<file path="config.mk">
export PLATFORM = sky130hd
export DESIGN_NAME = pipeline_control_unit
export DESIGN_NICKNAME = d
export VERILOG_FILES = /design/src/rtl/pipeline_control_unit.sv
export SDC_FILE = /design/constraint.sdc
export NUM_CORES = 1
export LEC_CHECK = 0
export CAP_MARGIN = 20
export CELL_PAD_IN_SITES_DETAIL_PLACEMENT = 1
export CELL_PAD_IN_SITES_GLOBAL_PLACEMENT = 1
export CORE_UTILIZATION = 37
export DETAILED_ROUTE_END_ITERATION = 7
export PLACE_DENSITY_LB_ADDON = 0.08
export SLEW_MARGIN = 10
export SYNTH_ARGS = -nofsm -noshare
export SYNTH_HDL_FRONTEND = slang
export SYNTH_SLANG_ARGS = --single-unit
</file>
<file path="constraint.sdc">
create_clock -name clk -period 1.9 [get_ports clk]
set_clock_uncertainty 0.1 [all_clocks]
set_input_delay 0.38 -clock clk [delete_from_list [all_inputs] [get_ports clk]]
set_output_delay 0.38 -clock clk [all_outputs]
set_load 0.01 [all_outputs]
</file>
<file path="src/rtl/pipeline_control_unit.sv">
// rtl/pipeline_control_unit.sv - stall/flush sequencer driving every pipeline register enable and flush
// Optional perf counters (stall_cycles, flush_count) are built when PIPE_PERF_CNT_EN is defined.
module pipeline_control_unit #(
  parameter int TIMEOUT_CYCLES = 1024,
  parameter int PERF_W         = 32
) (
  input  logic clk,
  input  logic rst_n,
  input  logic load_use_stall,
  input  logic imem_ready,
  input  logic dmem_req_mem,
  input  logic dmem_ready,
  input  logic muldiv_start_ex,
  input  logic muldiv_done,
  input  logic branch_taken_ex,
  output logic pc_we,
  output logic if_id_we,
  output logic id_ex_we,
  output logic ex_mem_we,
  output logic mem_wb_we,
  output logic if_id_flush,
  output logic id_ex_flush,
  output logic ex_mem_flush,
  output logic mem_wb_flush,
  output logic muldiv_issue,
  output logic timeout_err
`ifdef PIPE_PERF_CNT_EN
  ,
  output logic [PERF_W-1:0] stall_cycles,
  output logic [PERF_W-1:0] flush_count
`endif
);

  localparam int CW = $clog2(TIMEOUT_CYCLES) + 1;
  localparam logic [CW-1:0] WAIT_MAX = CW'(TIMEOUT_CYCLES - 1);

  typedef enum logic [1:0] {
    RUN      = 2'd0,
    MD_ISSUE = 2'd1,
    MD_WAIT  = 2'd2
  } state_t;

  state_t        state;
  logic          done_pending;
  logic [CW-1:0] wait_cnt;
  logic          dfreeze;
  logic          md_complete;

  assign dfreeze     = dmem_req_mem & ~dmem_ready;
  assign md_complete = (state == MD_WAIT) & (muldiv_done | done_pending) & ~dfreeze;

  // A data-memory freeze outranks everything; otherwise the FSM state and RUN priorities decide.
  always_comb begin
    pc_we        = 1'b1;
    if_id_we     = 1'b1;
    id_ex_we     = 1'b1;
    ex_mem_we    = 1'b1;
    mem_wb_we    = 1'b1;
    if_id_flush  = 1'b0;
    id_ex_flush  = 1'b0;
    ex_mem_flush = 1'b0;
    mem_wb_flush = 1'b0;
    muldiv_issue = 1'b0;
    if (dfreeze) begin
      pc_we        = 1'b0;
      if_id_we     = 1'b0;
      id_ex_we     = 1'b0;
      ex_mem_we    = 1'b0;
      mem_wb_flush = 1'b1;
    end else begin
      case (state)
        RUN: begin
          if (muldiv_start_ex) begin
            pc_we        = 1'b0;
            if_id_we     = 1'b0;
            id_ex_we     = 1'b0;
            ex_mem_flush = 1'b1;
          end else if (branch_taken_ex) begin
            if_id_flush = 1'b1;
            id_ex_flush = 1'b1;
          end else if (load_use_stall) begin
            pc_we       = 1'b0;
            if_id_we    = 1'b0;
            id_ex_flush = 1'b1;
          end else if (!imem_ready) begin
            pc_we       = 1'b0;
            if_id_flush = 1'b1;
          end
        end
        MD_ISSUE: begin
          pc_we        = 1'b0;
          if_id_we     = 1'b0;
          id_ex_we     = 1'b0;
          ex_mem_flush = 1'b1;
          muldiv_issue = 1'b1;
        end
        MD_WAIT: begin
          pc_we        = 1'b0;
          if_id_we     = 1'b0;
          id_ex_we     = 1'b0;
          ex_mem_flush = ~md_complete;
        end
        default: begin
          pc_we = 1'b1;
        end
      endcase
    end
  end

  always_ff @(posedge clk or negedge rst_n) begin
    if (!rst_n) begin
      state        <= RUN;
      done_pending <= 1'b0;
      wait_cnt     <= '0;
      timeout_err  <= 1'b0;
    end else begin
      case (state)
        RUN: begin
          if (!dfreeze && muldiv_start_ex) state <= MD_ISSUE;
        end
        MD_ISSUE: begin
          if (!dfreeze) state <= MD_WAIT;
        end
        MD_WAIT: begin
          if (md_complete) begin
            state        <= RUN;
            done_pending <= 1'b0;
          end else if (muldiv_done) begin
            done_pending <= 1'b1;
          end
        end
        default: state <= RUN;
      endcase
      // Watchdog: counts consecutive frozen or mul/div-waiting cycles, saturating at the limit.
      if (dfreeze || state == MD_WAIT) begin
        if (wait_cnt == WAIT_MAX) timeout_err <= 1'b1;
        else                      wait_cnt    <= wait_cnt + 1'b1;
      end else begin
        wait_cnt <= '0;
      end
    end
  end

`ifdef PIPE_PERF_CNT_EN
  always_ff @(posedge clk or negedge rst_n) begin
    if (!rst_n) begin
      stall_cycles <= '0;
      flush_count  <= '0;
    end else begin
      if (!pc_we) stall_cycles <= stall_cycles + 1'b1;
      if (branch_taken_ex && !dfreeze && state == RUN) flush_count <= flush_count + 1'b1;
    end
  end
`endif

endmodule

</file>
Word level (Yosys, flattened, before mapping):

Index checks and enable logic that the tools add are counted.

* register bits after elaboration: 15
* input port bits: 9
* output and inout port bits: 11
* logic and storage cells: 68

* add/subtract/negate cells: 1
* equal/unequal tests: 7
* multiplexer cells: 40
* bitwise operators: 7
* reduce and logical (&&, ||, !) cells: 9

Operator list (count)
* 2-to-1 mux 1 bit: 30
* 2-to-1 mux 11 bit: 2
* adder 11 x 1 -> 11 bit (second input constant): 1
* equality test 11 x 10 -> 1 bit (second input constant): 1
* inequality test 2 bit (second input constant): 4
* 2-to-1 mux 2 bit: 3
* case mux 1 bit (2 select lines): 3
* case mux 2 bit (3 select lines): 1
* AND reduction 2 bit: 2
* bitwise AND 1 bit: 3
* NOT 1 bit: 3
* case mux 1 bit (3 select lines): 1
* AND reduction 3 bit: 1
* equality test 2 x 1 -> 1 bit (second input constant): 1
* equality test 2 bit (second input constant): 1
* zero test 2 bit: 1
* nonzero test 2 bit: 1
* OR reduction 2 bit: 1
* logical AND 1 bit: 1
* zero test 1 bit: 1
* logical OR 1 bit: 1
* OR 1 bit: 1

Depth between registers and ports, before layout:

Gate-level depths: netlist of the first run.

* depth after elaboration: 7
* mapped depth: 5
* mapped depth without buffers: 5

Worst setup path before layout of the first run:

No wires, ideal clock.

* kind: reg-to-output
* start point: reg state[0]
* end point: out ex_mem_flush
* arrival: 1.235 ns
* data required time: 1.420 ns
* path slack: 0.185 ns
* stages on the path, launching flop included: 5
* path buffers: 0
* cells stage by stage: dfrtp_1 -> inv_1 -> ha_1 -> o21ai_0 -> a211oi_1

* word-level cells in the longest chain between the ends: 6

RTL lines
* from (decl): RTL line 43 `state_t state;`
* from (signal assigned): RTL line 112 `state <= RUN;`
* from (signal assigned): RTL line 119 `if (!dfreeze && muldiv_start_ex) state <= MD_ISSUE;`
* from (signal assigned): RTL line 122 `if (!dfreeze) state <= MD_WAIT;`
* equality test 2 bit: RTL line 50, 71
* bitwise AND 1 bit (2 in a row): RTL line 50 `assign md_complete = (state == MD_WAIT) & (muldiv_done | done_pending) & ~dfreeze;`
* NOT 1 bit: RTL line 101 `ex_mem_flush = ~md_complete;`
* case mux 1 bit (3 select lines) *: RTL line 71 `case (state)`
* 2-to-1 mux 1 bit *: RTL line 64 `if (dfreeze) begin`
* to (decl): RTL line 23 `output logic ex_mem_flush,`

Mark *: on every way between the ends. The rest lies on a longest branch, timed or not.

Worst setup path in the final report of the first run:

* start point: in muldiv_start_ex
* end point: out pc_we

* word-level cells in the longest chain between the ends: 3

RTL lines
* from (decl): RTL line 13 `input logic muldiv_start_ex,`
* 2-to-1 mux 1 bit: RTL line 73 `if (muldiv_start_ex) begin`
* case mux 1 bit (2 select lines): RTL line 71
* 2-to-1 mux 1 bit: RTL line 64
* to (decl): RTL line 16 `output logic pc_we,`

Every way passes these cells.

==> flow_summary.json, run 1 <==
{
  "status": "complete, no violations",
  "cts_tree": "done",
  "hold_ws_ns": 0.2832,
  "core.rowCount": 17,
  "syn_to_final_growth_pct": 39.10,
  "finalPower_mw": 1.384,
  "timing.final.ws_setup_ns": 0.01822,
  "die_width_um": 52.60,
  "route.detailed.drc": 0,
  "critical_path_arrival_ns": 1.40,
  "antenna_left": 0,
  "final_cells": 166,
  "final_layout_size_suffix_gt1_share_pct": 37.68,
  "syn_nets": 118,
  "synth_area_per_cell_um2": 9.286,
  "ff2ff_path_depth": 5,
  "synth_top_area_cell": "dfrtp_1",
  "synthCells": 102,
  "clkTransAtPathRegs_ns": 0.10,
  "synth.top_cell.area_share_pct": 39.63,
  "numCtsBuffers": 3,
  "dpl_worst_slack_ns": -0.5700,
  "critPathCapture": "pc_we",
  "cts_htree_levels": 1,
  "gp_congestion": 0.8104,
  "synth_edf_count": 0,
  "vias": 873,
  "min_path_type": "in2async",
  "final_nets": 155,
  "cts_root_buffer": "clkbuf_4",
  "cts_sinks": 15,
  "die_y_um": 52.60,
  "die_area_um2": 2766,
  "startpoint_type": "input port",
  "async_reset_ff_share_pct": 100.0,
  "ys_warn_count": 0,
  "slew_viol_final": 0,
  "ys_ff_latch": 15,
  "synth.top_cells.by_area": "dfrtp_1, ha_1, nor2_1",
  "drt_first_pass_iters": 4,
  "irDropWorstVdd_uv": 714.3,
  "leakage_nw": 0.6092,
  "viasPerCell": 5.259,
  "antenna_cells": 0,
  "drt_iter0_markers": 6,
  "fin_crit_sh_pct": 99.04,
  "antenna_found_initial": 0,
  "critPathKind": "in2out",
  "fin_util_pct": 56.83,
  "place_inst": 157,
  "wl_per_cell_um": 14.84,
  "ys_seq_area_share_pct": 39.63,
  "io_buffers": 18,
  "routed_wl_mm": 2.464,
  "syn-cell-area_um2": 947.2,
  "grtUsageTotal_pct": 20.63,
  "synth.most_common_cell": "dfrtp_1",
  "clk_latency_ns": 0.30,
  "first_global_vias": 865,
  "maxCapViolCount": 0,
  "synthTopCellsByCount": "dfrtp_1, nor2_1, a21oi_1",
  "critPathMaxFanout": 3,
  "grt_max_degree": 16,
  "ys_types": 33,
  "finalHoldViolCount": 0,
  "design_area_um2": 1318,
  "worstPathRequired_ns": 1.42,
  "fin_crit_ns": 1.882,
  "r2r_slack_ns": 0.16,
  "r2r_start": "wait_cnt[0]$_DFFE_PN0N_",
  "initial_core_util_pct": 40.85,
  "reg2reg_to": "wait_cnt[1]$_DFFE_PN0N_",
  "pwr_density_cell_nw_per_um2": 1050,
  "fmax_mhz": 531.4,
  "core_region_area_um2": 2318,
  "grt_pass1_wl_mm": 3.981,
  "startpoint": "muldiv_start_ex",
  "synth_ff_type": "dfrtp_1",
  "tns_ns": 0,
  "cp-end-kind": "output port",
  "cts_buffer_depth": 2,
  "finalSetupViolCount": 0,
  "ios": 20,
  "hpwl_mm": 1.812,
  "overflow": 0,
  "grt_setup_unrepaired": "true",
  "postPlaceCellArea_um2": 1226
}
[routing by layer]
layer,share of wire [%],GRT usage [%]
met1,46,25.22
met2,48,33.76
met3,5.0,7.246
met4,1.6,6.140
met5,0,0
[flip-flops by register name (all words and copies together) (netlist names)]
name	count
timeout_err	1
state	2
wait_cnt	11
done_pending	1
[cells by family after synthesis]
| kind of cell | share of synthesized area (%) |
|---|---|
| AOI/OAI and AO/OA | 14.40 |
| buffers and inverters | 4.359 |
| DFF | 39.63 |
| adders and majority gates | 9.247 |
| xor gates and xnor gates | 0.9249 |
| and+or+nand+nor | 25.50 |
| other | 0.3959 |
| muxes | 5.548 |
[worst min-delay path by stage]
stage | startpoint | end | slack (ns) | cells after the start
6_report | rst_n | wait_cnt[6]$_DFFE_PN0N_ | 0.28 | 2
5_1_grt | rst_n | wait_cnt[6]$_DFFE_PN0N_ | 0.31 | 2
4_1_cts | rst_n | wait_cnt[6]$_DFFE_PN0N_ | 0.31 | 2
3_5_place_dp | timeout_err$_DFFE_PN0P_ | timeout_err$_DFFE_PN0P_ | 0.39 | 1
3_3_place_gp | timeout_err$_DFFE_PN0P_ | timeout_err$_DFFE_PN0P_ | 0.38 | 1
2_1_floorplan | rst_n | done_pending$_DFFE_PN0P_ | -0.02 | 0
[report_power, final]
group	internal (mW)	total, mW	switching [mW]
clock	0.0816	0.189	0.108
sequential	0.371	0.413	0.0416
combinational	0.394	0.782	0.388
[worst max-delay path, cell delays in order]
cell and delay (ns):
clkdlybuf4s50_1 0.48, a21oi_2 0.18, o21ai_2 0.09, a21oi_1 0.12, buf_2 0.15
[layout by cell type, fill, tap and decap left out, drive strengths merged, types with 6 or more instances in the layout]
cell | Yosys | routed
a21oi | 8 | 8
buf | 2 | 24
clkdlybuf4s50 | 0 | 7
dfrtp | 15 | 15
ha | 7 | 7
inv | 6 | 6
nor2 | 14 | 14
nor3 | 7 | 7
o21ai | 7 | 7
[final cells by class]
class / instances / area [um^2]
inverters: 6 / 22.52
well taps: 28 / 35.03
repair buffers: 34 / 265.3
clock buffers: 4 / 26.28
fillers: 271 / 1001
multi-input cells: 79 / 593.1
flip-flops and latches: 15 / 375.4
[repair_timing]
item / CTS / global route
setup buffers: 4 / 1
hold endpoints to repair: 0 / 0
cloned: 0 / 0
hold buffers: 0 / 0
resized for setup: 53 / 4
setup endpoints to repair: 9 / 7
pin swaps: 5 / 4
(Power assumes the default switching activity.)
==> run 2: changes to the inputs <==
clock period = 1.85 ns   (was 1.9 ns; I/O delays follow)
==> run 2 against run 1 <==
  * The flow now finishes with violations (negative setup slack)
  * Clock power hardly changed
  * Non-clock buffer count is 1 higher
  * Sequential power is 2% higher
  * Critical path depth stayed put
  * Register-to-register slack worse by 0.05 ns
  * Global-route usage is 0.96 points lower
==> flow_summary.json, run 2 (synthesis results as in run 1) <==
{
  "startpoint": "muldiv_start_ex",
  "hpwl_mm": 1.772,
  "r2r_slack_ns": 0.11,
  "cts_htree_levels": 1,
  "final_layout_size_suffix_gt1_share_pct": 41.01,
  "finalHoldViolCount": 0,
  "hold_ws_ns": 0.2842,
  "postPlaceCellArea_um2": 1226,
  "multi_input_area_um2": 616.8,
  "timing.final.ws_setup_ns": -0.06255,
  "cts_sinks": 15,
  "gp_congestion": 0.8019,
  "grt_setup_unrepaired": "true",
  "critical_path_arrival_ns": 1.44,
  "die_y_um": 52.60,
  "top_register": "wait_cnt",
  "grt_max_degree": 16,
  "wl_per_cell_um": 15.29,
  "slew_viol_final": 0,
  "startpoint_type": "input port",
  "status": "complete, but fails checks",
  "maxCapViolCount": 0,
  "cts_tree": "done",
  "antenna_left": 0,
  "vias": 892,
  "route.detailed.drc": 0,
  "fmax_mhz": 522.9,
  "grtUsageTotal_pct": 19.67,
  "numCtsBuffers": 3,
  "tns_ns": -0.1899,
  "dpl_worst_slack_ns": -0.6140,
  "irDropWorstVdd_uv": 779.0,
  "syn_to_final_growth_pct": 41.48,
  "antenna_cells": 0,
  "clkTransAtPathRegs_ns": 0.09,
  "grt_pass1_wl_mm": 3.884,
  "critPathKind": "in2out",
  "final_cells": 167,
  "place_inst": 157,
  "core_region_area_um2": 2318,
  "min_path_type": "in2async",
  "io_buffers": 18,
  "violations": "negative setup slack",
  "drt_iter0_markers": 0,
  "viasPerCell": 5.341,
  "final_nets": 156,
  "pwr_density_cell_nw_per_um2": 1124,
  "overflow": 0,
  "routed_wl_mm": 2.554,
  "drt_first_pass_iters": 1,
  "clk_latency_ns": 0.29,
  "antenna_found_initial": 0,
  "ff2ff_path_depth": 5,
  "die_width_um": 52.60,
  "final_cell_mix": "buf_4, dfrtp_1, nor2_1",
  "reg2reg_to": "wait_cnt[1]$_DFFE_PN0N_",
  "leakage_nw": 0.6166,
  "finalSetupViolCount": 5,
  "die_area_um2": 2766,
  "final_common_cell": "buf_4",
  "fin_crit_sh_pct": 103.4,
  "worstPathRequired_ns": 1.38,
  "cts_root_buffer": "clkbuf_4",
  "design_area_um2": 1340,
  "initial_core_util_pct": 40.85,
  "reg_top3": "wait_cnt x11, state x2",
  "fill_cells": 273,
  "cp-end-kind": "output port",
  "fin_crit_ns": 1.913,
  "core.rowCount": 17,
  "critPathMaxFanout": 3,
  "critPathCapture": "if_id_we",
  "regArea_um2": 375.4,
  "largest_register_ffs": 11,
  "first_global_vias": 845,
  "ios": 20,
  "cts_buffer_depth": 2,
  "cts_hold_buf": 0,
  "r2r_start": "wait_cnt[0]$_DFFE_PN0N_"
}
==> run 2: cell types whose count changed in the layout (fill, tap and decap cells not counted), sizes merged <==
cell	change
buf	+2
clkdlybuf4s15	-1
==> run 2: area by class of cell <==
| class | count | area share, % |
|---|---|---|
| repair buffers | 35 | 19.70 |
| clock buffers | 4 | 1.961 |
| inverters | 6 | 1.681 |
| well taps | 28 | 2.614 |
| multi-input cells | 79 | 46.03 |
| flip-flops and latches | 15 | 28.01 |
==> run 2: what timing repair did <==
item | CTS | global route
setup endpoints to repair | 9 | 7
setup buffers | 4 | 2
pin swaps | 5 | 1
gates resized for setup | 55 | 8
==> run 2: layer usage <==
| metal | track usage, % | vias up | share of wire (%) |
|---|---|---|---|
| met1 | 24.37 | 440 | 45 |
| met2 | 33.33 | 15 | 51 |
| li1 | - | 435 | - |
| met4 | 3.947 | 0 | 0.39 |
| met5 | 0 | - | 0 |
| met3 | 6.087 | 2 | 3.9 |
==> run 2: how the worst min path moves through the flow <==
stage,to,slack [ns],cells after the start
6_report,wait_cnt[9]$_DFFE_PN0N_,0.28,2
5_1_grt,wait_cnt[9]$_DFFE_PN0N_,0.31,2
4_1_cts,wait_cnt[10]$_DFFE_PN0N_,0.28,2
3_5_place_dp,timeout_err$_DFFE_PN0P_,0.39,1
3_3_place_gp,timeout_err$_DFFE_PN0P_,0.39,1
2_1_floorplan,done_pending$_DFFE_PN0P_,-0.03,0
==> run 2: worst max-delay path, stage by stage <==
cell and delay (ns):
clkdlybuf4s50_1 0.52, a21oi_4 0.21, o21ai_4 0.09, a21oi_1 0.11, buf_2 0.14
==> run 2: stage by stage <==
stage	total power, mW	util, %
global route	1.618	57.80
CTS	1.412	55.32
finish	1.506	57.80
floorplan	0.7822	-
detailed placement	1.167	52.89
global placement	1.140	52.89
==> run 2: power breakdown <==
group | total [mW] | internal, mW | switching (mW)
clock | 0.191 | 0.0838 | 0.107
sequential | 0.423 | 0.381 | 0.0419
combinational | 0.892 | 0.452 | 0.440
==> run 3: changes to the inputs <==
CORE_MARGIN = 2   (was default)
CORE_UTILIZATION = 45   (was 37)
DONT_BUFFER_PORTS = 1   (was default)
MAX_ROUTING_LAYER = met4   (was default)
==> run 3 against run 2 <==
  * The flow still finishes with violations (negative setup slack)
  * Die area is 10% lower
  * Total power is 10% lower
  * Critical path depth stayed put
  * Critical endpoint is now id_ex_we
  * Global-route usage is 1.5 points higher
  * Combinational power is 18% lower
==> flow_summary.json, run 3 (synthesis results as in run 1) <==
{
  "die_area_um2": 2488,
  "initial_core_util_pct": 47.79,
  "fin_crit_sh_pct": 102.8,
  "violations": "negative setup slack",
  "grt_setup_unrepaired": "true",
  "slew_viol_final": 0,
  "fin_util_pct": 58.02,
  "final_cell_mix": "dfrtp_1, nor2_1, buf_4",
  "ios": 20,
  "r2r_start": "wait_cnt[0]$_DFFE_PN0N_",
  "p_sw_mw": 0.5572,
  "min_path_type": "in2reg",
  "crit_top_cell": "inv_2",
  "core_region_area_um2": 1982,
  "overflow": 0,
  "die_y_um": 49.88,
  "cts_buffer_depth": 2,
  "regArea_um2": 375.4,
  "power_frac_seq_pct": 32.1,
  "syn_to_final_growth_pct": 21.40,
  "cp-end-kind": "output port",
  "route.detailed.drc": 0,
  "critPathCapture": "id_ex_we",
  "antenna_left": 0,
  "startpoint_type": "flop",
  "pwr_density_cell_nw_per_um2": 1177,
  "worst_pin_slew_ns": 0.6447,
  "core.rowCount": 16,
  "fin_crit_ns": 1.901,
  "drt_iter0_markers": 9,
  "wl_per_cell_um": 16.12,
  "drt_first_pass_iters": 4,
  "numCtsBuffers": 3,
  "clockPowerShare_pct": 13.6,
  "maxCapViolCount": 0,
  "gp_congestion": 0.7899,
  "reg_top3": "wait_cnt x11, state x2",
  "finalSetupViolCount": 6,
  "timing.final.ws_setup_ns": -0.05093,
  "critical_path_arrival_ns": 1.43,
  "swShare_pct": 41.18,
  "status": "complete, but fails checks",
  "final_nets": 131,
  "p_int_mw": 0.7959,
  "first_global_vias": 820,
  "io_buffers": 0,
  "worstPathRequired_ns": 1.38,
  "reg2reg_to": "wait_cnt[1]$_DFFE_PN0N_",
  "r2r_slack_ns": 0.08,
  "clk_latency_ns": 0.28,
  "final_common_cell": "dfrtp_1",
  "grt_pass1_wl_mm": 3.829,
  "slew_headroom_pct": 56.88,
  "finalHoldViolCount": 0,
  "multi_input_area_um2": 613.1,
  "cp_slowest_cell": "dfrtp_1",
  "critPathKind": "reg2out",
  "cts_htree_levels": 1,
  "antenna_cells": 0,
  "p_comb_share_pct": 54.3,
  "irDropWorstVdd_uv": 811.1,
  "vias": 777,
  "grtUsageTotal_pct": 21.17,
  "cts_tree": "done",
  "startpoint": "state[1]$_DFFE_PN0P_",
  "routed_wl_mm": 2.273,
  "clkTransAtPathRegs_ns": 0.08,
  "hold_ws_ns": 0.1792,
  "hpwl_mm": 1.531,
  "critPathMaxFanout": 3,
  "grt_max_degree": 16,
  "antenna_found_initial": 0,
  "viasPerCell": 5.511,
  "die_width_um": 49.88,
  "leakage_nw": 0.4949,
  "cpPeakStageDelay_ns": 0.43,
  "crit_chain": "inv_2 -> ha_4 -> inv_2 -> o21ai_2 -> inv_2",
  "cts_sinks": 15,
  "fill_cells": 224,
  "fmax_mhz": 526.1,
  "final_layout_size_suffix_gt1_share_pct": 35.09,
  "largest_register_ffs": 11,
  "ff2ff_path_depth": 5,
  "cts_root_buffer": "clkbuf_4",
  "top_register": "wait_cnt",
  "dpl_worst_slack_ns": 0.08090
}
run 3: area by class of cell:
cell class	instances	share of cell area (%)
multi-input cells	79	53.32
flip-flops and latches	15	32.64
repair buffers	10	6.746
well taps	27	2.938
clock buffers	3	1.959
inverters	6	1.959
clock inverters	1	0.4353
run 3: power by group through the flow:
| stage | Combinational (mW) | Clock, mW | Sequential, mW |
|---|---|---|---|
| 6_report | 0.735 | 0.183 | 0.434 |
| 5_1_grt | 0.809 | 0.203 | 0.445 |
| 4_1_cts | 0.684 | 0.194 | 0.431 |
| 3_5_place_dp | 0.499 | 0 | 0.433 |
| 3_3_place_gp | 0.481 | 0 | 0.428 |
| 2_1_floorplan | 0.353 | 0 | 0.429 |
run 3: what timing repair did:
action	CTS	global route
pin swaps	7	1
buffers inserted	3	1
cloned	0	0
setup endpoints to repair	6	8
hold endpoints to repair	15	0
gates resized for setup	20	3
hold buffers	1	0
run 3: how the worst min path moves through the flow:
| stage | startpoint | end | depth (start not counted) |
|---|---|---|---|
| after floorplan | rst_n | done_pending$_DFFE_PN0P_ | 0 |
| after global placement | rst_n | wait_cnt[7]$_DFFE_PN0N_ | 0 |
| after detailed placement | rst_n | wait_cnt[7]$_DFFE_PN0N_ | 0 |
| after CTS | muldiv_done | done_pending$_DFFE_PN0P_ | 2 |
| after global routing | muldiv_done | done_pending$_DFFE_PN0P_ | 2 |
| final | muldiv_done | done_pending$_DFFE_PN0P_ | 2 |
run 3: worst max-delay path, delay by kind of cell (launching register included):
kind | cells | cell delay [ns]
flip-flops | 1 | 0.43
adder cells (fa/ha/maj) | 1 | 0.28
AO/OA/AOI/OAI | 1 | 0.22
buffers and inverters | 3 | 0.21
run 3: metrics by stage:
stage / setup TNS [ns] / power (mW) / cell area (um^2) / cells
6_report: -0.2556 / 1.353 / 1150 / 141
3_5_place_dp: 0 / 0.9312 / 999.7 / 132
3_3_place_gp: 0 / 0.9089 / 999.7 / 132
2_1_floorplan: 0 / 0.7822 / 947.2 / 102
5_1_grt: -0.7715 / 1.456 / 1150 / 141
4_1_cts: -0.1834 / 1.310 / 1131 / 140
run 3: layer usage:
layer	share of wire (%)	vias up	track usage, %
met2	50	12	32.89
met4	3.2	0	9.259
met3	3.2	8	6.061
met5	0	-	-
li1	-	379	-
met1	44	378	25.58
